[config.mk]
export PLATFORM = sky130hd
export DESIGN_NAME = hazard_unit_flat
export DESIGN_NICKNAME = d
export VERILOG_FILES = /design/src/rtl/hazard_unit_pkg.sv /design/src/rtl/hazard_unit_if.sv /design/src/rtl/hazard_unit_md_busy_ctr.sv /design/src/rtl/hazard_unit.sv /design/src/flat_wrapper.sv
export SDC_FILE = /design/constraint.sdc
export NUM_CORES = 1
export LEC_CHECK = 0
export BUFFER_PORTS_ARGS = -buffer_cell sky130_fd_sc_hd__buf_4
export CAP_MARGIN = 5
export CORE_ASPECT_RATIO = 0.7
export CORE_MARGIN = 1
export CORE_UTILIZATION = 54
export CTS_CLUSTER_DIAMETER = 80
export DETAILED_ROUTE_END_ITERATION = 8
export PLACE_DENSITY = 0.83
export SETUP_SLACK_MARGIN = 0.3
export SKIP_CTS_REPAIR_TIMING = 1
export SLEW_MARGIN = 5
export SYNTH_ARGS = -nofsm -noshare
export SYNTH_HDL_FRONTEND = slang
export SYNTH_SLANG_ARGS = --single-unit
[constraint.sdc]
create_clock -name clk -period 3.7 [get_ports clk]
set_clock_uncertainty 0.05 [all_clocks]
set_input_delay 0.185 -clock clk [delete_from_list [all_inputs] [get_ports clk]]
set_output_delay 0.185 -clock clk [all_outputs]
set_load 0.02 [all_outputs]
[src/rtl/hazard_unit_pkg.sv]
// Shared definitions for the pipeline interlock: mul/div FSM encodings,
// the $0 register constant, forwarding mux-select encodings and a helper.
package hazard_unit_pkg;

  localparam int unsigned REG_W    = 5;
  localparam int unsigned MD_CNT_W = 6;

  localparam logic [REG_W-1:0] REG_ZERO = REG_W'(0);

  typedef enum logic {
    MD_IDLE = 1'b0,
    MD_RUN  = 1'b1
  } md_state_t;

  // Operand-forwarding mux selects used by the datapath next to this unit
  typedef enum logic [1:0] {
    FWD_NONE = 2'd0,
    FWD_MEM  = 2'd1,
    FWD_WB   = 2'd2
  } fwd_sel_t;

  function automatic logic src_match(input logic             used,
                                     input logic [REG_W-1:0] src,
                                     input logic [REG_W-1:0] dst);
    return used & (src == dst);
  endfunction

endpackage

[src/rtl/hazard_unit_if.sv]
// Pipeline-to-interlock bundle: ID/EX hazard sources in, stall/flush controls out.
interface hazard_unit_if
  import hazard_unit_pkg::*;
#(
  parameter int unsigned CNT_W = 16
);

  logic [REG_W-1:0] rsID;
  logic [REG_W-1:0] rtID;
  logic             useRsID;
  logic             useRtID;
  logic             hiloRdID;
  logic [REG_W-1:0] rdEX;
  logic             GPRWrEX;
  logic             lwEX;
  logic             mdStartEX;
  logic             branchEX;
  logic             PCWr;
  logic             IRWr;
  logic             flushID;
  logic             flushEX;
  logic             mdBusy;
  logic [CNT_W-1:0] stallCnt;

  modport master (
    output rsID, rtID, useRsID, useRtID, hiloRdID,
    output rdEX, GPRWrEX, lwEX, mdStartEX, branchEX,
    input  PCWr, IRWr, flushID, flushEX, mdBusy, stallCnt
  );

  modport slave (
    input  rsID, rtID, useRsID, useRtID, hiloRdID,
    input  rdEX, GPRWrEX, lwEX, mdStartEX, branchEX,
    output PCWr, IRWr, flushID, flushEX, mdBusy, stallCnt
  );

endinterface

[src/rtl/hazard_unit_md_busy_ctr.sv]
// Mul/div occupancy tracker: busy for MD_LAT cycles after each start.
module md_busy_ctr
  import hazard_unit_pkg::*;
#(
  parameter int unsigned MD_LAT = 32
) (
  input  logic clk,
  input  logic rst_n,
  input  logic md_start,
  output logic md_busy
);

  localparam logic [MD_CNT_W-1:0] LAT_LOAD = MD_CNT_W'(MD_LAT);
  localparam logic [MD_CNT_W-1:0] CNT_ONE  = MD_CNT_W'(1);

  md_state_t           state_q, state_d;
  logic [MD_CNT_W-1:0] cnt_q, cnt_d;

  always_ff @(posedge clk or negedge rst_n) begin
    if (!rst_n) begin
      state_q <= MD_IDLE;
      cnt_q   <= '0;
    end else begin
      state_q <= state_d;
      cnt_q   <= cnt_d;
    end
  end

  // A start while running reloads the full latency
  always_comb begin
    state_d = state_q;
    cnt_d   = cnt_q;
    case (state_q)
      MD_IDLE: begin
        if (md_start) begin
          state_d = MD_RUN;
          cnt_d   = LAT_LOAD;
        end
      end
      MD_RUN: begin
        if (md_start) begin
          cnt_d = LAT_LOAD;
        end else if (cnt_q == CNT_ONE) begin
          state_d = MD_IDLE;
          cnt_d   = '0;
        end else begin
          cnt_d = cnt_q - CNT_ONE;
        end
      end
      default: begin
        state_d = MD_IDLE;
        cnt_d   = '0;
      end
    endcase
  end

  assign md_busy = (state_q == MD_RUN);

endmodule

[src/rtl/hazard_unit.sv]
// Pipeline interlock: load-use and HI/LO stalls, taken-branch squash,
// and a saturating stall-cycle counter.
module hazard_unit
  import hazard_unit_pkg::*;
#(
  parameter int unsigned MD_LAT = 32,
  parameter int unsigned CNT_W  = 16
) (
  input  logic          clk,
  input  logic          rst_n,
  hazard_unit_if.slave  hif
);

  localparam logic [CNT_W-1:0] CNT_ONE = CNT_W'(1);

  logic             md_busy;
  logic             load_use_c;
  logic             md_haz_c;
  logic             stall_c;
  logic             flush_c;
  logic [CNT_W-1:0] stall_cnt_q;

  md_busy_ctr #(
    .MD_LAT (MD_LAT)
  ) u_md_busy_ctr (
    .clk      (clk),
    .rst_n    (rst_n),
    .md_start (hif.mdStartEX),
    .md_busy  (md_busy)
  );

  // Hazard decode; reset forces the free-running (no stall, no flush) controls
  always_comb begin
    load_use_c = hif.lwEX & hif.GPRWrEX & (hif.rdEX != REG_ZERO) &
                 (src_match(hif.useRsID, hif.rsID, hif.rdEX) |
                  src_match(hif.useRtID, hif.rtID, hif.rdEX));
    md_haz_c   = hif.hiloRdID & (md_busy | hif.mdStartEX);
    flush_c    = rst_n & hif.branchEX;
    stall_c    = rst_n & ~hif.branchEX & (load_use_c | md_haz_c);
  end

  always_ff @(posedge clk or negedge rst_n) begin
    if (!rst_n) begin
      stall_cnt_q <= '0;
    end else if (stall_c && (stall_cnt_q != '1)) begin
      stall_cnt_q <= stall_cnt_q + CNT_ONE;
    end
  end

  assign hif.PCWr     = ~stall_c;
  assign hif.IRWr     = ~stall_c;
  assign hif.flushID  = flush_c;
  assign hif.flushEX  = flush_c | stall_c;
  assign hif.mdBusy   = md_busy;
  assign hif.stallCnt = stall_cnt_q;

endmodule
[src/flat_wrapper.sv]
// flat-port wrapper written by rule: the top's interface ports become plain ports
module hazard_unit_flat import hazard_unit_pkg::*;
#(
  parameter int unsigned MD_LAT = 32,
  parameter int unsigned CNT_W  = 16
)
  (clk, rst_n, hif_rsID, hif_rtID, hif_useRsID, hif_useRtID, hif_hiloRdID, hif_rdEX, hif_GPRWrEX, hif_lwEX, hif_mdStartEX, hif_branchEX, hif_PCWr, hif_IRWr, hif_flushID, hif_flushEX, hif_mdBusy, hif_stallCnt);
  hazard_unit_if #(.CNT_W(CNT_W)) hif_i ();
  input  logic clk;
  input  logic rst_n;
  input wire logic [$bits(hif_i.rsID)-1:0] hif_rsID;
  input wire logic [$bits(hif_i.rtID)-1:0] hif_rtID;
  input wire logic [$bits(hif_i.useRsID)-1:0] hif_useRsID;
  input wire logic [$bits(hif_i.useRtID)-1:0] hif_useRtID;
  input wire logic [$bits(hif_i.hiloRdID)-1:0] hif_hiloRdID;
  input wire logic [$bits(hif_i.rdEX)-1:0] hif_rdEX;
  input wire logic [$bits(hif_i.GPRWrEX)-1:0] hif_GPRWrEX;
  input wire logic [$bits(hif_i.lwEX)-1:0] hif_lwEX;
  input wire logic [$bits(hif_i.mdStartEX)-1:0] hif_mdStartEX;
  input wire logic [$bits(hif_i.branchEX)-1:0] hif_branchEX;
  output wire logic [$bits(hif_i.PCWr)-1:0] hif_PCWr;
  output wire logic [$bits(hif_i.IRWr)-1:0] hif_IRWr;
  output wire logic [$bits(hif_i.flushID)-1:0] hif_flushID;
  output wire logic [$bits(hif_i.flushEX)-1:0] hif_flushEX;
  output wire logic [$bits(hif_i.mdBusy)-1:0] hif_mdBusy;
  output wire logic [$bits(hif_i.stallCnt)-1:0] hif_stallCnt;
  assign hif_i.rsID = hif_rsID;
  assign hif_i.rtID = hif_rtID;
  assign hif_i.useRsID = hif_useRsID;
  assign hif_i.useRtID = hif_useRtID;
  assign hif_i.hiloRdID = hif_hiloRdID;
  assign hif_i.rdEX = hif_rdEX;
  assign hif_i.GPRWrEX = hif_GPRWrEX;
  assign hif_i.lwEX = hif_lwEX;
  assign hif_i.mdStartEX = hif_mdStartEX;
  assign hif_i.branchEX = hif_branchEX;
  assign hif_PCWr = hif_i.PCWr;
  assign hif_IRWr = hif_i.IRWr;
  assign hif_flushID = hif_i.flushID;
  assign hif_flushEX = hif_i.flushEX;
  assign hif_mdBusy = hif_i.mdBusy;
  assign hif_stallCnt = hif_i.stallCnt;
  hazard_unit #(.MD_LAT(MD_LAT), .CNT_W(CNT_W)) u_core (.clk(clk), .rst_n(rst_n), .hif(hif_i));
endmodule
==> results.txt <==
----------------------------------------------------
[Yosys]
  Prevailing post-synth register cell ... sky130_fd_sc_hd__dfrtp_1
  Number of unique standard cell types used by synthesis ... 35
  Count of flip-flops with a built-in enable after synthesis ... 0
  Area fraction of the dominant cell type after synthesis ... a little over two fifths
  Mapped Nets ... ~170
  Most area-hungry cell type in the Yosys netlist ... sky130_fd_sc_hd__dfrtp_1
  Post-synthesis average cell area ... 9.80 sq um
  Post-synthesis async set-or-reset flop share ... 100%
  Post-synthesis sequential element count ... 23
  Share of the yosys chip area belonging to registers ... roughly two fifths
  Ranking of synthesized cells by instance count ... sky130_fd_sc_hd__dfrtp_1 (23), sky130_fd_sc_hd__xnor2_1 (23), sky130_fd_sc_hd__nand4_1 (15)
  Number of warning messages in the yosys log ... 0
  Cells after Synth ... 140
  Most area-consuming cells after synthesis ... sky130_fd_sc_hd__dfrtp_1 (42%), sky130_fd_sc_hd__xnor2_1 (15%), sky130_fd_sc_hd__nand4_1 (6.8%), sky130_fd_sc_hd__and3_1 (4.1%), sky130_fd_sc_hd__nand2_1 (3.3%)
  Total standard cell area after synthesis ... 0.00137 sq mm

[Floorplanning]
  Total number of placement rows ... 14
  Width of the die ... 62.3 microns
  Starting density of the core ... 60.3%
  I/O pin count ... 45
  Die H ... 44.2 microns
  Core ar. ... 0.00228 sq mm
  Total die area ... 0.00275 sq mm

[Timing]
  RSZ-0062 raised after global routing ... false
  Total of endpoints with negative setup slack in the final report ... 0
  Crit path time final ... about 2.7 ns
  Max Clock Freq ... 371 MHz
  Number of max-slew violations in the final report ... 0
  Final hold viol count ... 0
  Final Cycle Share ... 72.9%
  Worst-Margin Slew ... around 1.1 ns
  Worst relative slew slack ... 24.9%
  Post-route setup TNS ... 0 ns

[Worst hold path]
  Classification of the worst-slack hold path ... input pin to register

[Final layout]
  Diode insertion count for antenna repair ... 0
  Number of nets in the finished design ... 212
  Area growth, synth to finish ... 26.3%
  Share of cells above drive strength 1 ... 29.3%

[Worst setup path]
  R2r worst-path depth ... 8
  Reg2reg end ... u_core.u_md_busy_ctr.cnt_q[3]
  Crit Path Max Fanout ... 25
  End point of the critical path ... hif_flushEX
  Worst setup slack for register-to-register paths ... 1.66 ns
  Worst setup SP type ... input pin
  Critical path type ... input pin to output pin
  Startpoint of the lowest-slack register-to-register path ... u_core.u_md_busy_ctr.cnt_q[1]
  CP Data Required Time ... 3.46 ns
  Timing startpoint of the critical path ... rst_n
  Arr. time, crit path ... 2.46 ns
  Endpoint kind of the worst setup timing path ... output pin

[Power and ir drop]
  Leak pwr ... 0.812 nW
  Total Power Consumption ... 0.000751 W
  Total power per unit cell area ... 433 mW/mm^2
  Worst ir drop on vdd ... between 0.0003 and 0.0004 V

[Drt]
  Length of the first detailed-routing pass in iterations ... 4
  WL/cell ... 14.9 microns
  Detailed router's first-iteration violation count ... 43
  Detailed-route vias per instance ... between 5 and 6
  Routed Antenna Nets ... 0
  Final Routed Wirelength ... between 3 and 4 mm
  DRC errors left ... 0
  Vias after detailed routing ... 1,202

[CTS]
  Deepest level of the CTS H-tree ... 1
  Clock tree root buffer cell ... sky130_fd_sc_hd__clkbuf_4
  Insertion delay to the later sink of the worst-skew pair ... between 0.3 and 0.4 ns
  Number of buffers created by CTS ... 3
  CTS tree ... yes
  Clock sink count ... 23
  Number of buffers on the longest clock path ... 2
  Clk pin slew, worst setup/hold paths ... 0.12 ns

[Global routing]
  Largest net degree at the start of global routing ... 26
  Wire length of the first global-routing pass ... 5.29 mm
  Overflow left after global routing ... 0
  Initial antenna violation count ... 0
  Number of global-route vias before repair ... 1,160
  Gr usage total ... 25.4%

[Job]
  Number of max-capacitance violations reported ... 0

[Placement]
  Buffers added on ports ... 44
  Post-detail-place hpwl ... approximately 2.4 mm
  Placer Congestion ... 0.824

[Outcome]
  Outcome ... finished clean

----------------------------------------------------
layout by cell type, fill, tap and decap left out:
master / n
sky130_fd_sc_hd__buf_4: 44
sky130_fd_sc_hd__xnor2_1: 23
sky130_fd_sc_hd__dfrtp_1: 23
sky130_fd_sc_hd__nand4_1: 15
sky130_fd_sc_hd__nand2_1: 12
sky130_fd_sc_hd__and3_1: 9
sky130_fd_sc_hd__nor2_1: 8
sky130_fd_sc_hd__o21ai_0: 5
sky130_fd_sc_hd__nand3_1: 4
sky130_fd_sc_hd__inv_1: 3
sky130_fd_sc_hd__nand2b_1: 3
sky130_fd_sc_hd__a31oi_1: 3
sky130_fd_sc_hd__ha_1: 3
sky130_fd_sc_hd__clkbuf_4: 3
sky130_fd_sc_hd__and2_1: 2
sky130_fd_sc_hd__nor2b_1: 2
sky130_fd_sc_hd__mux2_4: 2
sky130_fd_sc_hd__a21oi_1: 2
sky130_fd_sc_hd__a211oi_1: 2
sky130_fd_sc_hd__o22ai_1: 1
sky130_fd_sc_hd__nor3_1: 1
sky130_fd_sc_hd__a41o_1: 1
sky130_fd_sc_hd__or4b_1: 1
sky130_fd_sc_hd__o21ai_1: 1
sky130_fd_sc_hd__nor3_2: 1
sky130_fd_sc_hd__nand4_2: 1
sky130_fd_sc_hd__nor3b_1: 1
sky130_fd_sc_hd__or3_1: 1
sky130_fd_sc_hd__nor4_1: 1
sky130_fd_sc_hd__nand3_2: 1
sky130_fd_sc_hd__a31o_2: 1
sky130_fd_sc_hd__or2_2: 1
sky130_fd_sc_hd__xor2_1: 1
sky130_fd_sc_hd__clkbuf_1: 1
sky130_fd_sc_hd__dlygate4sd3_1: 1
sequential cells by signal, indices dropped and copies added, names as in the netlist:
name,count
u_core.hif.stallCnt,16
u_core.u_md_busy_ctr.cnt_q,6
u_core.u_md_busy_ctr.md_busy,1
worst min-delay path by stage:
stage	startpoint	slack, ns	depth (start not counted)	endpoint
floorplan	rst_n	-0.16	0	u_core.hif.stallCnt[0]
global placement	rst_n	0.04	1	u_core.u_md_busy_ctr.cnt_q[1]
detailed placement	rst_n	0.04	1	u_core.u_md_busy_ctr.cnt_q[1]
CTS	rst_n	-0.30	1	u_core.u_md_busy_ctr.cnt_q[1]
global route	hif_mdStartEX	0.02	2	u_core.u_md_busy_ctr.cnt_q[1]
finish	hif_mdStartEX	0.02	2	u_core.u_md_busy_ctr.cnt_q[1]
area by class of cell:
class | count | area [sq um]
Fill cell | 184 | 544
Inverter | 3 | 11.3
Multi-Input combinational cell | 109 | 739
Timing Repair Buffer | 45 | 340
Tap cell | 32 | 40.0
Clock buffer | 4 | 26.3
Sequential cell | 23 | 576
power breakdown:
part	internal [W]	switching, W	total, W	leakage, nW
clock network	0.0000421	0.0000732	0.000115	0.0150
registers	0.000302	0.0000584	0.000360	0.299
logic	0.000131	0.000145	0.000275	0.497
metrics by stage:
| step | std cells | utilization [%] | hold WS [ns] | cell area [sq um] | setup WS (ns) |
|---|---|---|---|---|---|
| floorplan | 140 | - | -0.161 | 1370 | 1.94 |
| global placement | 211 | 74.5 | 0.0427 | 1700 | 1.61 |
| detailed placement | 211 | 74.5 | 0.0449 | 1700 | 1.55 |
| CTS | 215 | 75.7 | -0.299 | 1720 | 1.49 |
| global route | 216 | 76.1 | 0.0153 | 1730 | 0.800 |
| finish | 216 | 76.1 | 0.0180 | 1730 | 1.00 |
layer usage:
layer / routed length, microns / GRT usage (%)
met3: 208 / 6.96
met2: 1560 / 48.4
met5: 0 / 0
met4: 26 / 6.51
met1: 1420 / 29.0
critical path: stages:
cell	delay, ns
sky130_fd_sc_hd__dlygate4sd3_1	0.52
sky130_fd_sc_hd__buf_4	0.30
sky130_fd_sc_hd__nor2b_1	0.93
sky130_fd_sc_hd__nand2_1	0.24
sky130_fd_sc_hd__nand2b_1	0.13
sky130_fd_sc_hd__buf_4	0.14
kinds of logic after synthesis:
family	synth area share (%)
AND/OR/NAND/NOR	26.4
adder cells (fa/ha/maj)	2.74
multiplexers	2.19
XOR/XNOR	15.3
AO/OA/AOI/OAI	7.20
flip-flops	41.9
buffers and inverters	4.19
No activity file was read; power rests on OpenSTA's default activity.
